<file path="config.mk">
export PLATFORM = sky130hd
export DESIGN_NAME = adder_txn_master_flat
export DESIGN_NICKNAME = d
export VERILOG_FILES = /design/src/rtl/adder_txn_master_if.sv /design/src/rtl/adder_txn_master.sv /design/src/flat_wrapper.sv
export SDC_FILE = /design/constraint.sdc
export NUM_CORES = 1
export LEC_CHECK = 0
export ABC_AREA = 0
export BUFFER_PORTS_ARGS = -buffer_cell sky130_fd_sc_hd__buf_2
export CAP_MARGIN = 20
export CORE_ASPECT_RATIO = 1.2
export CORE_MARGIN = 4
export CORE_UTILIZATION = 40
export CTS_CLUSTER_DIAMETER = 50
export DETAILED_ROUTE_END_ITERATION = 12
export GPL_TIMING_DRIVEN = 0
export PLACE_DENSITY_LB_ADDON = 0.3
export SLEW_MARGIN = 25
export SYNTH_ARGS = -nofsm -noshare
export SYNTH_HDL_FRONTEND = slang
export SYNTH_SLANG_ARGS = --single-unit
export TNS_END_PERCENT = 50
</file>
<file path="constraint.sdc">
create_clock -name clk -period 4.84 [get_ports clk]
set_input_delay 0.968 -clock clk [delete_from_list [all_inputs] [get_ports clk]]
set_output_delay 0.968 -clock clk [all_outputs]
set_load 0.05 [all_outputs]
</file>
<file path="src/rtl/adder_txn_master_if.sv">
// adder_txn_master_if
//   Bundles the three channels around adder_txn_master:
//     req_*   : operand requests (valid/ready), driven by the stimulus source
//     adder_* : operands out to the combinational adder, sum/carry back
//     rsp_*   : buffered results (valid/ready), drained by the consumer
//   modport master : view of adder_txn_master itself
//   modport slave  : view of the surrounding environment (source, adder, consumer)
interface adder_txn_master_if #(
  parameter int N_BIT = 32
);
  logic             req_valid;
  logic             req_ready;
  logic [N_BIT-1:0] req_a;
  logic [N_BIT-1:0] req_b;
  logic             req_cin;

  logic [N_BIT-1:0] adder_a;
  logic [N_BIT-1:0] adder_b;
  logic             adder_cin;
  logic [N_BIT-1:0] adder_sum;
  logic             adder_cout;

  logic             rsp_valid;
  logic             rsp_ready;
  logic [N_BIT-1:0] rsp_sum;
  logic             rsp_cout;

  modport master (
    input  req_valid, req_a, req_b, req_cin,
    output req_ready,
    output adder_a, adder_b, adder_cin,
    input  adder_sum, adder_cout,
    output rsp_valid, rsp_sum, rsp_cout,
    input  rsp_ready
  );

  modport slave (
    output req_valid, req_a, req_b, req_cin,
    input  req_ready,
    input  adder_a, adder_b, adder_cin,
    output adder_sum, adder_cout,
    input  rsp_valid, rsp_sum, rsp_cout,
    output rsp_ready
  );
endinterface

</file>
<file path="src/rtl/adder_txn_master.sv">
// adder_txn_master
//   Accepts one operand transaction at a time, drives it onto an external
//   combinational adder, holds it for SETTLE cycles, then captures sum/cout
//   into a first-word-fall-through response FIFO.
// Ports
//   clk        : clock, rising edge
//   rst_n      : synchronous reset, active low
//   bus        : adder_txn_master_if.master (req_*, adder_*, rsp_* channels)
//   txn_count  : completed transactions, 16-bit wrapping
//
//   state     | meaning
//   S_IDLE    | waiting for a request; ready only if the FIFO is not full
//   S_DRIVE   | operands held on the adder while the settle counter runs down
//   S_CAPTURE | adder result pushed into the response FIFO
module adder_txn_master #(
  parameter int N_BIT     = 32,
  parameter int SETTLE    = 2,
  parameter int RSP_DEPTH = 4
) (
  input  logic                 clk,
  input  logic                 rst_n,
  adder_txn_master_if.master   bus,
  output logic [15:0]          txn_count
);

  localparam int PTR_W = $clog2(RSP_DEPTH);
  localparam int CNT_W = (SETTLE > 1) ? $clog2(SETTLE) : 1;

  typedef enum logic [1:0] {
    S_IDLE    = 2'd0,
    S_DRIVE   = 2'd1,
    S_CAPTURE = 2'd2
  } state_t;

  state_t           state, state_nxt;
  logic [CNT_W-1:0] settle_cnt;
  logic [N_BIT-1:0] adder_a_q, adder_b_q;
  logic             adder_cin_q;

  logic [N_BIT:0]   mem [RSP_DEPTH];
  logic [PTR_W-1:0] wr_ptr, rd_ptr, head_idx;
  logic [PTR_W:0]   fill;
  logic             full, empty;

  logic             req_ready_c;
  logic             accept, push, pop;

  assign full  = (fill == (PTR_W+1)'(RSP_DEPTH));
  assign empty = (fill == '0);
  assign pop   = !empty && bus.rsp_ready;

  // FSM next state and strobes
  always_comb begin
    state_nxt   = state;
    req_ready_c = 1'b0;
    accept      = 1'b0;
    push        = 1'b0;
    case (state)
      S_IDLE: begin
        // Registered full only: a same-cycle pop does not open a slot.
        req_ready_c = rst_n && !full;
        if (bus.req_valid && req_ready_c) begin
          accept    = 1'b1;
          state_nxt = S_DRIVE;
        end
      end
      S_DRIVE: begin
        if (settle_cnt == '0) state_nxt = S_CAPTURE;
      end
      S_CAPTURE: begin
        // A slot was guaranteed free at accept and nothing else pushes.
        push      = 1'b1;
        state_nxt = S_IDLE;
      end
      default: state_nxt = S_IDLE;
    endcase
  end

  always_ff @(posedge clk) begin
    if (!rst_n) state <= S_IDLE;
    else        state <= state_nxt;
  end

  // Operand registers and settle counter
  always_ff @(posedge clk) begin
    if (!rst_n) begin
      adder_a_q   <= '0;
      adder_b_q   <= '0;
      adder_cin_q <= 1'b0;
      settle_cnt  <= '0;
    end else if (accept) begin
      adder_a_q   <= bus.req_a;
      adder_b_q   <= bus.req_b;
      adder_cin_q <= bus.req_cin;
      settle_cnt  <= CNT_W'(SETTLE - 1);
    end else if (state == S_DRIVE && settle_cnt != '0) begin
      settle_cnt <= settle_cnt - CNT_W'(1);
    end
  end

  // Response FIFO and transaction counter
  always_ff @(posedge clk) begin
    if (!rst_n) begin
      for (int i = 0; i < RSP_DEPTH; i++) mem[i] <= '0;
      wr_ptr    <= '0;
      rd_ptr    <= '0;
      fill      <= '0;
      txn_count <= '0;
    end else begin
      if (push) begin
        mem[wr_ptr] <= {bus.adder_cout, bus.adder_sum};
        wr_ptr      <= wr_ptr + PTR_W'(1);
        txn_count   <= txn_count + 16'd1;
      end
      if (pop) rd_ptr <= rd_ptr + PTR_W'(1);
      case ({push, pop})
        2'b10:   fill <= fill + (PTR_W+1)'(1);
        2'b01:   fill <= fill - (PTR_W+1)'(1);
        default: fill <= fill;
      endcase
    end
  end

  // When empty, the slot behind rd_ptr still holds the last popped entry
  // (it cannot be overwritten before the FIFO refills), so the outputs hold.
  assign head_idx = empty ? (rd_ptr - PTR_W'(1)) : rd_ptr;

  assign bus.req_ready = req_ready_c;
  assign bus.adder_a   = adder_a_q;
  assign bus.adder_b   = adder_b_q;
  assign bus.adder_cin = adder_cin_q;
  assign bus.rsp_valid = !empty;
  assign bus.rsp_sum   = mem[head_idx][N_BIT-1:0];
  assign bus.rsp_cout  = mem[head_idx][N_BIT];

endmodule
</file>
<file path="src/flat_wrapper.sv">
// flat-port wrapper written by rule: the top's interface ports become plain ports
module adder_txn_master_flat 
#(
  parameter int N_BIT     = 32,
  parameter int SETTLE    = 2,
  parameter int RSP_DEPTH = 4
)
  (clk, rst_n, txn_count, bus_req_valid, bus_req_a, bus_req_b, bus_req_cin, bus_req_ready, bus_adder_a, bus_adder_b, bus_adder_cin, bus_adder_sum, bus_adder_cout, bus_rsp_valid, bus_rsp_sum, bus_rsp_cout, bus_rsp_ready);
  adder_txn_master_if #(.N_BIT(N_BIT)) bus_i ();
  input  logic clk;
  input  logic rst_n;
  output logic [15:0] txn_count;
  input wire logic [$bits(bus_i.req_valid)-1:0] bus_req_valid;
  input wire logic [$bits(bus_i.req_a)-1:0] bus_req_a;
  input wire logic [$bits(bus_i.req_b)-1:0] bus_req_b;
  input wire logic [$bits(bus_i.req_cin)-1:0] bus_req_cin;
  output wire logic [$bits(bus_i.req_ready)-1:0] bus_req_ready;
  output wire logic [$bits(bus_i.adder_a)-1:0] bus_adder_a;
  output wire logic [$bits(bus_i.adder_b)-1:0] bus_adder_b;
  output wire logic [$bits(bus_i.adder_cin)-1:0] bus_adder_cin;
  input wire logic [$bits(bus_i.adder_sum)-1:0] bus_adder_sum;
  input wire logic [$bits(bus_i.adder_cout)-1:0] bus_adder_cout;
  output wire logic [$bits(bus_i.rsp_valid)-1:0] bus_rsp_valid;
  output wire logic [$bits(bus_i.rsp_sum)-1:0] bus_rsp_sum;
  output wire logic [$bits(bus_i.rsp_cout)-1:0] bus_rsp_cout;
  input wire logic [$bits(bus_i.rsp_ready)-1:0] bus_rsp_ready;
  assign bus_i.req_valid = bus_req_valid;
  assign bus_i.req_a = bus_req_a;
  assign bus_i.req_b = bus_req_b;
  assign bus_i.req_cin = bus_req_cin;
  assign bus_req_ready = bus_i.req_ready;
  assign bus_adder_a = bus_i.adder_a;
  assign bus_adder_b = bus_i.adder_b;
  assign bus_adder_cin = bus_i.adder_cin;
  assign bus_i.adder_sum = bus_adder_sum;
  assign bus_i.adder_cout = bus_adder_cout;
  assign bus_rsp_valid = bus_i.rsp_valid;
  assign bus_rsp_sum = bus_i.rsp_sum;
  assign bus_rsp_cout = bus_i.rsp_cout;
  assign bus_i.rsp_ready = bus_rsp_ready;
  adder_txn_master #(.N_BIT(N_BIT), .SETTLE(SETTLE), .RSP_DEPTH(RSP_DEPTH)) u_core (.clk(clk), .rst_n(rst_n), .bus(bus_i), .txn_count(txn_count));
endmodule
</file>
==> impl_metrics.csv <==
group,metric,value,unit
drt,final_antenna_net_count,0,
drt,route.detailed.vias_per_inst,5.07,
drt,vias,7922,
drt,drt_wl_total,27700,um
logic_synthesis,synthArstFlopShare,0,%
timing,hold_viol_final,0,
worst_setup_path,cp_cell_sequence,"nor3_4 > buf_6 > xnor2_1 > clkbuf_1 > a21oi_1 > buf_2",
global_route,grt_pass1_vias,8180,
logic_synthesis,synth_edf_count,132,
clocking,cts_max_level,1,
timing,rsz0062_at_grt,"no",
timing,worstMarginPinSlew,863,ps
clocking,clock_sinks,223,
timing,timing.final.ws_setup,1090,ps
worst_setup_path,required,3870,ps
timing,fin_crit,3750,ps
worst_setup_path,crit_type,"register to output port",
logic_synthesis,ys_top_cells_by_area,"edfxtp_1 (39%), dfxtp_1 (18%), mux4_2 (7.3%), and2_1 (6.1%), nor2_1 (5.7%)",
floorplan,die_y,183,um
timing,setup_violations,0,
floorplan,die_w,154,um
cells_and_area,regArea,0.00579,mm^2
logic_synthesis,syn_nets,1071,
cells_and_area,layout-drive-gt1-share,26.8,%
clocking,clk_latency,520,ps
floorplan,fp.coreArea,0.0249,mm^2
clocking,ctsHoldBuffers,0,
flow_run,maxCapViolations,0,
floorplan,num_rows,63,
min_path,min_path_type,"register to register",
cells_and_area,fin_nets,1320,
clocking,clk_path_buf_depth,3,
floorplan,die_area,0.0281,mm^2
timing,maxSlewViolCount,0,
drt,dr.pass1.iters,7,
floorplan,start_util,40.9,%
placed_design,place_ws,1200,ps
floorplan,num_io_pins,218,
global_route,antenna_found_initial,2,
power,p_total,5260,uW
worst_setup_path,endpoint_kind,"output port",
timing,tns,0,ps
clocking,cts_tree,"built",
worst_setup_path,crit_arrival,2790,ps
global_route,grt_max_degree,21,
logic_synthesis,avgSynthCellArea,10.6,um^2
logic_synthesis,syn-instance-count,966,
cells_and_area,final_common_cell,"buf_2",
logic_synthesis,yosysWarnings,0,
timing,max_freq,0.266,GHz
logic_synthesis,seq_area_frac_synth,56.8,%
clocking,cts-root-buf,"clkbuf_16",
logic_synthesis,synth_cell_types,36,
timing,finalCritPeriodShare,77.6,%
clocking,cts_resized,0,
global_route,grt-ovfl-total,0,
global_route,track_usage,19.2,%
global_route,grt_pass1_wl,43400,um
placed_design,gp_congestion,0.828,
worst_setup_path,worst-path-max-fanout,10,
drt,first_iter_violations,421,
logic_synthesis,yosysTopAreaCellShare,38.9,%
worst_setup_path,slowest_delay,520,ps
status,status,"completed",
placed_design,placement.io_buffers,216,
logic_synthesis,ys.flop_type,"edfxtp_1",
placed_design,place_hpwl,20100,um
logic_synthesis,synth_area,0.0102,mm^2
cells_and_area,multi_input_area,0.00407,mm^2
clocking,path_clk_slew,60,ps
power,powerDensity,413,mW/mm^2
drt,wire_per_inst,17.7,um
clocking,cts-buffers-inserted,26,
power,p_leak,0.00520,uW
timing,relSlewSlack,42.4,%
timing,whs,438,ps
worst_setup_path,cp_slowest_cell,"clkbuf_1",
cells_and_area,fin_area,0.0127,mm^2
drt,drcViolationCount,0,
clocking,post_cts_buffers,0,
logic_synthesis,synth_seq_cells,223,
cells_and_area,area_delta_synth_final,24.8,%
cells_and_area,mostFrequentLayoutCells,"buf_2 (232), nor2_1 (155), nand2_1 (141), edfxtp_1 (132), a21oi_1 (104)",
worst_setup_path,startpoint_type,"register",
cells_and_area,fillCellCount,2308,
timing,fin_worst_skew,11.3,ps
placed_design,placed_area,0.0118,mm^2
logic_synthesis,synth_top_cell_by_area,"edfxtp_1",
power,peakVddDrop,338,uV
==> where the power goes <==
group	switching, uW	leakage [uW]	internal, uW
logic	821	0.00266	332
registers	36.8	0.00210	2080
clock network	788	0.000429	1190
==> flip-flops by register name (all words and copies together) (netlist names) <==
signal and count:
u_core.settle_cnt 1, u_core.bus.adder_cin 1, u_core.fill 3, u_core.mem 132, u_core.bus.adder_a 32, u_core.state 2
u_core.wr_ptr 2, u_core.rd_ptr 2, u_core.bus.adder_b 32, u_core.txn_count 16
==> final cells by class <==
type	instances	area share [%]
clock inverters	15	1.13
inverters	9	0.265
clock buffers	33	5.81
flip-flops and latches	223	45.5
diodes	1	0.0197
repair buffers	221	9.52
well taps	325	3.20
multi-input cells	665	32.0
plain buffers	69	2.58
==> Yosys cell counts, drive strengths merged, types with 6 or more instances <==
cell,number
edfxtp,132
nor3,6
mux2i,35
xor2,7
mux4,33
buf,29
a21oi,104
nor2,155
clkbuf,40
xnor2,12
and3,35
dfxtp,91
inv,9
nand2,142
and2,100
==> metal layers <==
layer,vias to the layer above,part of all wire (%),GRT usage (%)
met2,312,51,35.6
met1,3736,37,21.3
met5,-,0.094,0
met3,51,9.4,5.88
li1,3819,-,-
met4,4,2.7,5.69
==> critical path, delay by kind of cell, from the launching register on <==
kind,cells,cell delay [ps]
buffers and inverters,3,1000
flip-flops,1,360
AND/OR/NAND/NOR,1,330
XOR/XNOR,1,330
AO/OA/AOI/OAI,1,230
==> metrics by stage <==
| stage | instances | util [%] |
|---|---|---|
| floorplan | 966 | - |
| global placement | 1507 | 46.9 |
| detailed placement | 1512 | 47.5 |
| CTS | 1560 | 51.1 |
| global route | 1560 | 51.1 |
| finish | 1561 | 51.1 |
==> final timing paths <==
check | startpoint | endpoint | slack [ps] | depth (start not counted)
worst max-delay path | u_core.fill[0] | bus_rsp_sum[24] | 1090 | 6
worst min-delay path | u_core.settle_cnt | u_core.state[1] | 440 | 1
worst max register to register | u_core.state[1] | u_core.mem[1][12] | 2140 | 5
worst min register to register | u_core.settle_cnt | u_core.state[1] | 440 | 1
==> cells by family after synthesis <==
logic type	Yosys count	synth area share, %
AND/OR/NAND/NOR	466	21.5
flip-flops	223	56.8
AO/OA/AOI/OAI	109	5.35
buffers and inverters	78	3.55
multiplexers	68	10.7
XOR/XNOR	19	1.63
adder cells (fa/ha/maj)	3	0.442
(Power assumes the default switching activity.)
